File: src/rtl/mannix_job_sched.sv
// In-order job dispatcher for the FCC/POOL/CNN engines with one job in flight per engine and a serialised completion stream.
// Optional watchdog abort per busy engine is enabled by defining MANNIX_SCHED_TIMEOUT_EN.
module mannix_job_sched #(
  parameter int FIFO_DEPTH     = 8,
  parameter int TAG_W          = 4,
  parameter int LEVEL_W        = $clog2(FIFO_DEPTH) + 1,
  parameter int TIMEOUT_CYCLES = 65535
) (
  input  logic               clk,
  input  logic               rst_n,
  input  logic               cmd_valid,
  output logic               cmd_ready,
  input  logic [1:0]         cmd_engine,
  input  logic               cmd_barrier,
  input  logic [TAG_W-1:0]   cmd_tag,
  input  logic               sched_flush,
  output logic               fc_go,
  output logic               pool_go,
  output logic               cnn_go,
  input  logic               fc_done,
  input  logic               pool_done,
  input  logic               cnn_done,
  output logic               cmpl_valid,
  output logic [1:0]         cmpl_engine,
  output logic [TAG_W-1:0]   cmpl_tag,
  output logic               cmpl_err,
  output logic [LEVEL_W-1:0] fifo_level,
  output logic               sched_idle
);

  localparam int AW = $clog2(FIFO_DEPTH);
  localparam int NE = 3;

  typedef struct packed {
    logic [1:0]       engine;
    logic             barrier;
    logic [TAG_W-1:0] tag;
  } desc_t;

  typedef enum logic [1:0] {SLOT_IDLE, SLOT_BUSY, SLOT_PEND} slot_t;

  desc_t              mem [FIFO_DEPTH];
  logic [AW-1:0]      wr_ptr, rd_ptr;
  logic [LEVEL_W-1:0] count;
  logic               full, empty, push, pop;
  desc_t              head;

  slot_t              slot_q [NE];
  slot_t              slot_d [NE];
  logic [TAG_W-1:0]   slot_tag [NE];
  logic [NE-1:0]      slot_err_q, slot_err_d;
  logic               err_pend_q, err_pend_d;
  logic [TAG_W-1:0]   err_tag_q;

  logic [NE-1:0]      done_vec, tmo;
  logic [3:0]         eng_free;
  logic               all_idle, head_ok, dispatch, err_pop;
  logic               rep_vld, rep_err;
  logic [1:0]         rep_eng;
  logic [TAG_W-1:0]   rep_tag;

  assign full       = (count == LEVEL_W'(FIFO_DEPTH));
  assign empty      = (count == '0);
  assign cmd_ready  = !full && !sched_flush;
  assign push       = cmd_valid && cmd_ready;
  assign head       = mem[rd_ptr];
  assign fifo_level = count;
  assign done_vec   = {cnn_done, pool_done, fc_done};

  always_ff @(posedge clk) begin
    if (push) mem[wr_ptr] <= {cmd_engine, cmd_barrier, cmd_tag};
  end

  always_ff @(posedge clk or negedge rst_n) begin
    if (!rst_n) begin
      wr_ptr <= '0;
      rd_ptr <= '0;
      count  <= '0;
    end else begin
      if (push) wr_ptr <= wr_ptr + 1'b1;
      // Flush drops everything queued; a same-cycle pop has already been taken into a slot.
      if (sched_flush) begin
        rd_ptr <= wr_ptr;
        count  <= '0;
      end else begin
        if (pop) rd_ptr <= rd_ptr + 1'b1;
        if (push && !pop)      count <= count + 1'b1;
        else if (!push && pop) count <= count - 1'b1;
      end
    end
  end

  // Code 3 never occupies an engine, so it is always "free" for the head check.
  assign eng_free   = {1'b1, slot_q[2] == SLOT_IDLE, slot_q[1] == SLOT_IDLE, slot_q[0] == SLOT_IDLE};
  assign all_idle   = (&eng_free[2:0]) && !err_pend_q;
  assign head_ok    = !empty && !err_pend_q && eng_free[head.engine] && (!head.barrier || all_idle);
  assign dispatch   = head_ok && (head.engine != 2'd3);
  assign err_pop    = head_ok && (head.engine == 2'd3);
  assign pop        = head_ok;
  assign sched_idle = empty && all_idle;

`ifdef MANNIX_SCHED_TIMEOUT_EN
  localparam int CW = $clog2(TIMEOUT_CYCLES + 1);
  logic [CW-1:0] tmo_cnt [NE];

  always_ff @(posedge clk or negedge rst_n) begin
    if (!rst_n) begin
      for (int i = 0; i < NE; i++) tmo_cnt[i] <= '0;
    end else begin
      for (int i = 0; i < NE; i++) begin
        if (dispatch && head.engine == 2'(i)) tmo_cnt[i] <= '0;
        else if (slot_q[i] == SLOT_BUSY && tmo_cnt[i] != CW'(TIMEOUT_CYCLES)) tmo_cnt[i] <= tmo_cnt[i] + 1'b1;
      end
    end
  end

  always_comb begin
    tmo = '0;
    for (int i = 0; i < NE; i++) tmo[i] = (slot_q[i] == SLOT_BUSY) && (tmo_cnt[i] == CW'(TIMEOUT_CYCLES));
  end
`else
  assign tmo = '0;
`endif

  always_comb begin
    slot_d     = slot_q;
    slot_err_d = slot_err_q;
    err_pend_d = err_pend_q;
    rep_vld    = 1'b0;
    rep_eng    = 2'd0;
    rep_tag    = '0;
    rep_err    = 1'b0;
    for (int i = 0; i < NE; i++) begin
      if (slot_q[i] == SLOT_BUSY && (done_vec[i] || tmo[i])) begin
        slot_d[i]     = SLOT_PEND;
        slot_err_d[i] = !done_vec[i];
      end
    end
    // Descending scan so the lowest engine index (highest priority) wins.
    for (int i = NE - 1; i >= 0; i--) begin
      if (slot_d[i] == SLOT_PEND) begin
        rep_vld = 1'b1;
        rep_eng = 2'(i);
        rep_tag = slot_tag[i];
        rep_err = slot_err_d[i];
      end
    end
    if (!rep_vld && err_pend_q) begin
      rep_vld    = 1'b1;
      rep_eng    = 2'd3;
      rep_tag    = err_tag_q;
      rep_err    = 1'b1;
      err_pend_d = 1'b0;
    end
    for (int i = 0; i < NE; i++) begin
      if (rep_vld && rep_eng == 2'(i)) slot_d[i] = SLOT_IDLE;
      if (dispatch && head.engine == 2'(i)) begin
        slot_d[i]     = SLOT_BUSY;
        slot_err_d[i] = 1'b0;
      end
    end
    if (err_pop) err_pend_d = 1'b1;
  end

  always_ff @(posedge clk or negedge rst_n) begin
    if (!rst_n) begin
      for (int i = 0; i < NE; i++) begin
        slot_q[i]   <= SLOT_IDLE;
        slot_tag[i] <= '0;
      end
      slot_err_q  <= '0;
      err_pend_q  <= 1'b0;
      err_tag_q   <= '0;
      fc_go       <= 1'b0;
      pool_go     <= 1'b0;
      cnn_go      <= 1'b0;
      cmpl_valid  <= 1'b0;
      cmpl_engine <= 2'd0;
      cmpl_tag    <= '0;
      cmpl_err    <= 1'b0;
    end else begin
      for (int i = 0; i < NE; i++) begin
        slot_q[i] <= slot_d[i];
        if (dispatch && head.engine == 2'(i)) slot_tag[i] <= head.tag;
      end
      slot_err_q  <= slot_err_d;
      err_pend_q  <= err_pend_d;
      if (err_pop) err_tag_q <= head.tag;
      fc_go       <= dispatch && (head.engine == 2'd0);
      pool_go     <= dispatch && (head.engine == 2'd1);
      cnn_go      <= dispatch && (head.engine == 2'd2);
      cmpl_valid  <= rep_vld;
      cmpl_engine <= rep_eng;
      cmpl_tag    <= rep_tag;
      cmpl_err    <= rep_err;
    end
  end

endmodule
File: config.mk
export PLATFORM = sky130hd
export DESIGN_NAME = mannix_job_sched
export DESIGN_NICKNAME = d
export VERILOG_FILES = /design/src/rtl/mannix_job_sched.sv
export SDC_FILE = /design/constraint.sdc
export NUM_CORES = 1
export LEC_CHECK = 0
export ABC_CLOCK_PERIOD_IN_PS = 8100
export BUFFER_PORTS_ARGS = -buffer_cell sky130_fd_sc_hd__buf_2
export CORE_ASPECT_RATIO = 1.1
export CORE_MARGIN = 5
export CORE_UTILIZATION = 50
export CTS_BUF_LIST = sky130_fd_sc_hd__clkbuf_8
export DETAILED_ROUTE_END_ITERATION = 12
export GPL_TIMING_DRIVEN = 0
export HOLD_SLACK_MARGIN = 0.03
export PLACE_DENSITY_LB_ADDON = 0.1
export SETUP_SLACK_MARGIN = 0.05
export SYNTH_ARGS = -nofsm -noshare
export SYNTH_HDL_FRONTEND = slang
export SYNTH_SLANG_ARGS = --single-unit
File: constraint.sdc
create_clock -name clk -period 8.1 [get_ports clk]
set_input_delay 2.43 -clock clk [delete_from_list [all_inputs] [get_ports clk]]
set_output_delay 2.43 -clock clk [all_outputs]
set_load 0.005 [all_outputs]
# Word-level counts from Yosys, hierarchy flattened
# Memories as Yosys holds them, arrays and structs flattened.
# Index checks and enable logic that the tools add are counted.
op_classes:
  addsub: 4
  n_mul: 0
  div: 0
  order_cmp: 1
  eq_ne: 13
  shifts: 0
  mux: 42
  bitwise_logic: 0
  n_reduce_logical: 43
ops:
  columns: ["cell", "n"]
  rows:
  - ["two-way mux 4 bit", 7]
  - ["two-way mux 2 bit", 13]
  - ["logical AND 1 bit", 21]
  - ["two-way mux 1 bit", 19]
  - ["equality test 2 bit (second input constant)", 6]
  - ["zero test 1 bit", 11]
  - ["equality test 2 x 1 -> 1 bit (second input constant)", 5]
  - ["zero test 2 bit", 5]
  - ["adder 3 x 1 -> 3 bit (second input constant)", 2]
  - ["two-way mux 3 bit", 2]
  - ["adder 4 x 1 -> 4 bit (second input constant)", 1]
  - ["equality test 4 bit (second input constant)", 1]
  - ["zero test 4 bit", 1]
  - ["nonzero test 2 bit", 2]
  - ["subtractor 4 x 1 -> 4 bit (second input constant)", 1]
  - ["< comparator 2 x 3 -> 1 bit (second input constant)", 1]
  - ["AND reduction 3 bit", 1]
  - ["nonzero test 3 bit", 1]
  - ["binary-select mux 1 bit (select 2 bit)", 1]
  - ["inequality test 2 bit (second input constant)", 1]
  - ["logical OR 1 bit", 1]
word_totals:
  register_bits: 47
  latchBits: 0
  mem_bits_rw: 56
  rom_bits: 0
  inputBits: 14
  out_inout_bits: 17
  elab_cells: 123
  memories: 1
mem_list:
  columns: ["memory", "words", "word_bits", "rd", "rd_ports_with_merged_regs", "wr", "line_no", "rtl"]
  rows:
  - ["mem", 8, 7, 1, 0, 1, "42", "desc_t mem [FIFO_DEPTH];"]

# Depth between registers and ports, before layout
logic_depth:
  depth_word: 14
  mapped_depth: 13
  depth_no_buf: 11

# Least setup slack after synthesis
# OpenSTA, ideal clock, no wires.
synth_timing:
  path_kind: "input port to output port"
  from: "input port sched_flush"
  to: "output port cmd_ready"
  arrival_time_ns: 2.664
  required_time_ns: 5.670
  setup_slack_ns: 3.006
  stages: 1
  path_buffers: 0
  path_cell_list: "a41oi_1"
synth_between:
  elab_chain_cells: 2
synth_rtl:
  columns: ["element", "line_no", "rtl"]
  rows:
  - ["start: declaration", "16", "input logic sched_flush,"]
  - ["zero test 1 bit", "64", "assign cmd_ready = !full && !sched_flush;"]
  - ["logical AND 1 bit", "64", null]
  - ["end: declaration", "12", "output logic cmd_ready,"]
# Every way passes these cells.

# Worst setup path after layout
# Ends and elaborated chain as after synthesis.

==> metrics <==
Fin. Hold Viols 0; Die Span X 99.1 µm; worst-skew pair later-pin latency 360 ps; Starting Density 0.516; clock root buffer clkbuf_8; Hold Slack 512 ps; Data required, critical path 5670 ps; Max Cap Viol 0; crit path launch type input port; RSZ-0062 raised after global routing false; Sink Count 103; crit path to cmd_ready; Via density 5.52; Async S/R FF share, synth 0.456; Post-Syn Nets 308; TritonRoute pass-1 iters 4; H-tree depth 3; number of global-route vias before repair 2635; CTS tree built; P_leak 1.95 nW; f_max 185 MHz; Net Sw Frac 0.337; Synth Cell Area 0.00436 mm²; status finished clean; Logic pwr share 0.376; via count 2485; die area 0.0107 mm²; r2r setup slk 4290 ps; pwr dens 335 mW/mm²; routability cong. 0.783; launching point of the worst reg2reg path rd_ptr[2]$_DFFE_PN0P_; Yosys cell types 46; Clock Path Buffers 2; Crit Path Category input port to output pin; register area 0.00286 mm²; drt drc 0; Syn. warnings 0; flip-flop and latch count after synthesis 103; Max Slew Vio Count 0; # diodes 0; antenna violations before repair 0; Wirelength per Cell 17.8 µm; NetSw 0.551 mW; final setup fails 0; Gate Count Post-Synth 289; clock share of power 0.181; DP HPWL 5.46 mm; final instance area 0.00488 mm²; Post-synth top flop edfxtp_1; final worst path period share 0.668; crit path time final 5410 ps; Post-synth EDFFs 56; largest net degree at the start of global routing 48; TritonCTS buffer count 9; Avg Inst Size Synth 15.1 µm²; CP Max Fanout 5; layout cells sized above 1 0.292; crit path DAT 2980 ps; share of the synthesized area in the top cell type 0.386; PortBufs 30; crit end category output pin; total track usage 0.162; Setup Skew 18.2 ps; Worst-Margin Slew 1250 ps; setup TNS after final layout 0 ps; worst r2r path cells 13; capture point of the worst reg-to-reg path fifo_level[3]$_DFFE_PN0P_; sequential fraction of design power 0.443; Synth area leader edfxtp_1; Max rail drop VDD 0.000147 V; Internal Dissipation 1.09 mW; Iter 0 DRT Violations 116; die height 108 µm; first-pass GRT wire length 13.4 mm; row cnt 35; CTS Hold Bufs 0; fin nets 353; antenna-violating nets left 0; WL final 7.99 mm; origin of the worst setup path sched_flush; postcts setup bufs 0; total gr overflow 0; I/O pins 31; Hold/Removal Path Class flip-flop to flip-flop; multi-input logic area 0.00143 mm²; relative slew slack 0.159; area grow syn2layout 11.9%; top post-synthesis cells by area edfxtp_1 39%, dfrtp_1 27%, mux4_2 7.2%; CTS clk-pin slew, worst paths 100 ps; Placement Cell Area 0.00470 mm²; post-synthesis sequential area ratio 0.655; post-cts resize count 0; total core area 0.00845 mm²; Layout fillers 703
==> flip-flops by register name, indices dropped and copies added, names as in the netlist <==
| name | count |
|---|---|
| cmpl_valid | 1 |
| err_pend_q | 1 |
| fc_go | 1 |
| slot_err_q | 3 |
| slot_tag | 12 |
| pool_go | 1 |
| cmpl_tag | 4 |
| cmpl_engine | 2 |
| cmpl_err | 1 |
| cnn_go | 1 |
| rd_ptr | 3 |
| fifo_level | 4 |
| mem | 56 |
| wr_ptr | 3 |
| err_tag_q | 4 |
| slot_q | 6 |
==> layout make-up <==
cell class | instances | share of cell area
plain buffers | 14 | 0.0118
clock buffers | 10 | 0.0282
clock inverters | 6 | 0.00871
inverters | 10 | 0.00769
multi-input cells | 162 | 0.293
flip-flops and latches | 103 | 0.585
well taps | 111 | 0.0284
repair buffers | 34 | 0.0364
==> cells in the mapped netlist (all sizes together) (2+ instances only) <==
| cell | count |
|---|---|
| a21o | 6 |
| a21oi | 2 |
| a221o | 4 |
| a22oi | 4 |
| and2 | 2 |
| buf | 6 |
| clkbuf | 8 |
| dfrtp | 47 |
| edfxtp | 56 |
| ha | 4 |
| inv | 10 |
| mux2 | 22 |
| mux2i | 7 |
| mux4 | 14 |
| nand2 | 21 |
| nand2b | 5 |
| nand3 | 2 |
| nor2 | 15 |
| nor2b | 4 |
| nor3 | 7 |
| nor3b | 2 |
| nor4 | 5 |
| nor4b | 2 |
| o21ai | 8 |
| o22ai | 2 |
| o32ai | 2 |
| or3 | 2 |
| xnor2 | 5 |
==> critical path, stage by stage <==
cell	delay [ps]
buf_2	130
a41oi_1	250
buf_2	170
==> logic make-up (layout without fill, tap and decap cells) <==
logic type / Yosys count / in the layout / synth area share
compound gates: 38 / 38 / 0.0671
simple gates: 70 / 70 / 0.0826
fa+ha+maj: 5 / 5 / 0.0161
buf+inv: 24 / 74 / 0.0218
flops: 103 / 103 / 0.655
xor+xnor: 6 / 6 / 0.0120
mux: 43 / 43 / 0.145
==> per-layer routing <==
| metal | wire [µm] | GRT usage | vias to the layer above |
|---|---|---|---|
| li1 | - | - | 1181 |
| met1 | 3590 | 0.220 | 1247 |
| met2 | 4020 | 0.265 | 47 |
| met3 | 281 | 0.0284 | 10 |
| met4 | 93 | 0.0585 | 0 |
| met5 | 0 | 0 | - |
==> metrics by stage <==
step / std cells / utilization / setup WS [ps] / power [mW]
after detailed placement: 433 / 0.556 / 2700 / 1.36
after global routing: 450 / 0.578 / 2650 / 1.75
after floorplan: 289 / - / 3010 / 1.19
after global placement: 430 / 0.550 / 2690 / 1.34
after CTS: 449 / 0.577 / 2690 / 1.65
final: 450 / 0.578 / 2690 / 1.64
==> power by group through the flow <==
stage	combinational, mW	sequential (mW)	clock, mW
2_1_floorplan	0.461	0.725	0
3_3_place_gp	0.606	0.733	0
3_5_place_dp	0.625	0.737	0
4_1_cts	0.627	0.725	0.303
5_1_grt	0.685	0.739	0.325
6_report	0.616	0.724	0.296
==> cell usage in the layout, fill, tap and decap left out, types with 5 or more instances in the layout <==
cell       n
a21o_1     6
mux2i_1    7
o21ai_0    8
nand2b_1   5
clkbuf_8  10
edfxtp_1  56
mux4_2    14
buf_2     34
dfrtp_1   47
xnor2_1    5
nand2_1   21
inv_1     11
nor2_1    15
mux2_2    22
clkbuf_1   7
==> how the worst min path moves through the flow <==
stage                                   startpoint                       to  depth (start not counted)
after floorplan            slot_err_q[0]$_DFF_PN0_  slot_err_q[0]$_DFF_PN0_                          2
after global placement    err_tag_q[3]$_DFFE_PN0P_    cmpl_tag[3]$_DFF_PN0_                          1
after detailed placement  err_tag_q[3]$_DFFE_PN0P_    cmpl_tag[3]$_DFF_PN0_                          1
after CTS                  slot_err_q[0]$_DFF_PN0_  slot_err_q[0]$_DFF_PN0_                          2
after global routing      err_tag_q[1]$_DFFE_PN0P_    cmpl_tag[1]$_DFF_PN0_                          1
final                      slot_err_q[0]$_DFF_PN0_  slot_err_q[0]$_DFF_PN0_                          2
(Power assumes the default switching activity.)
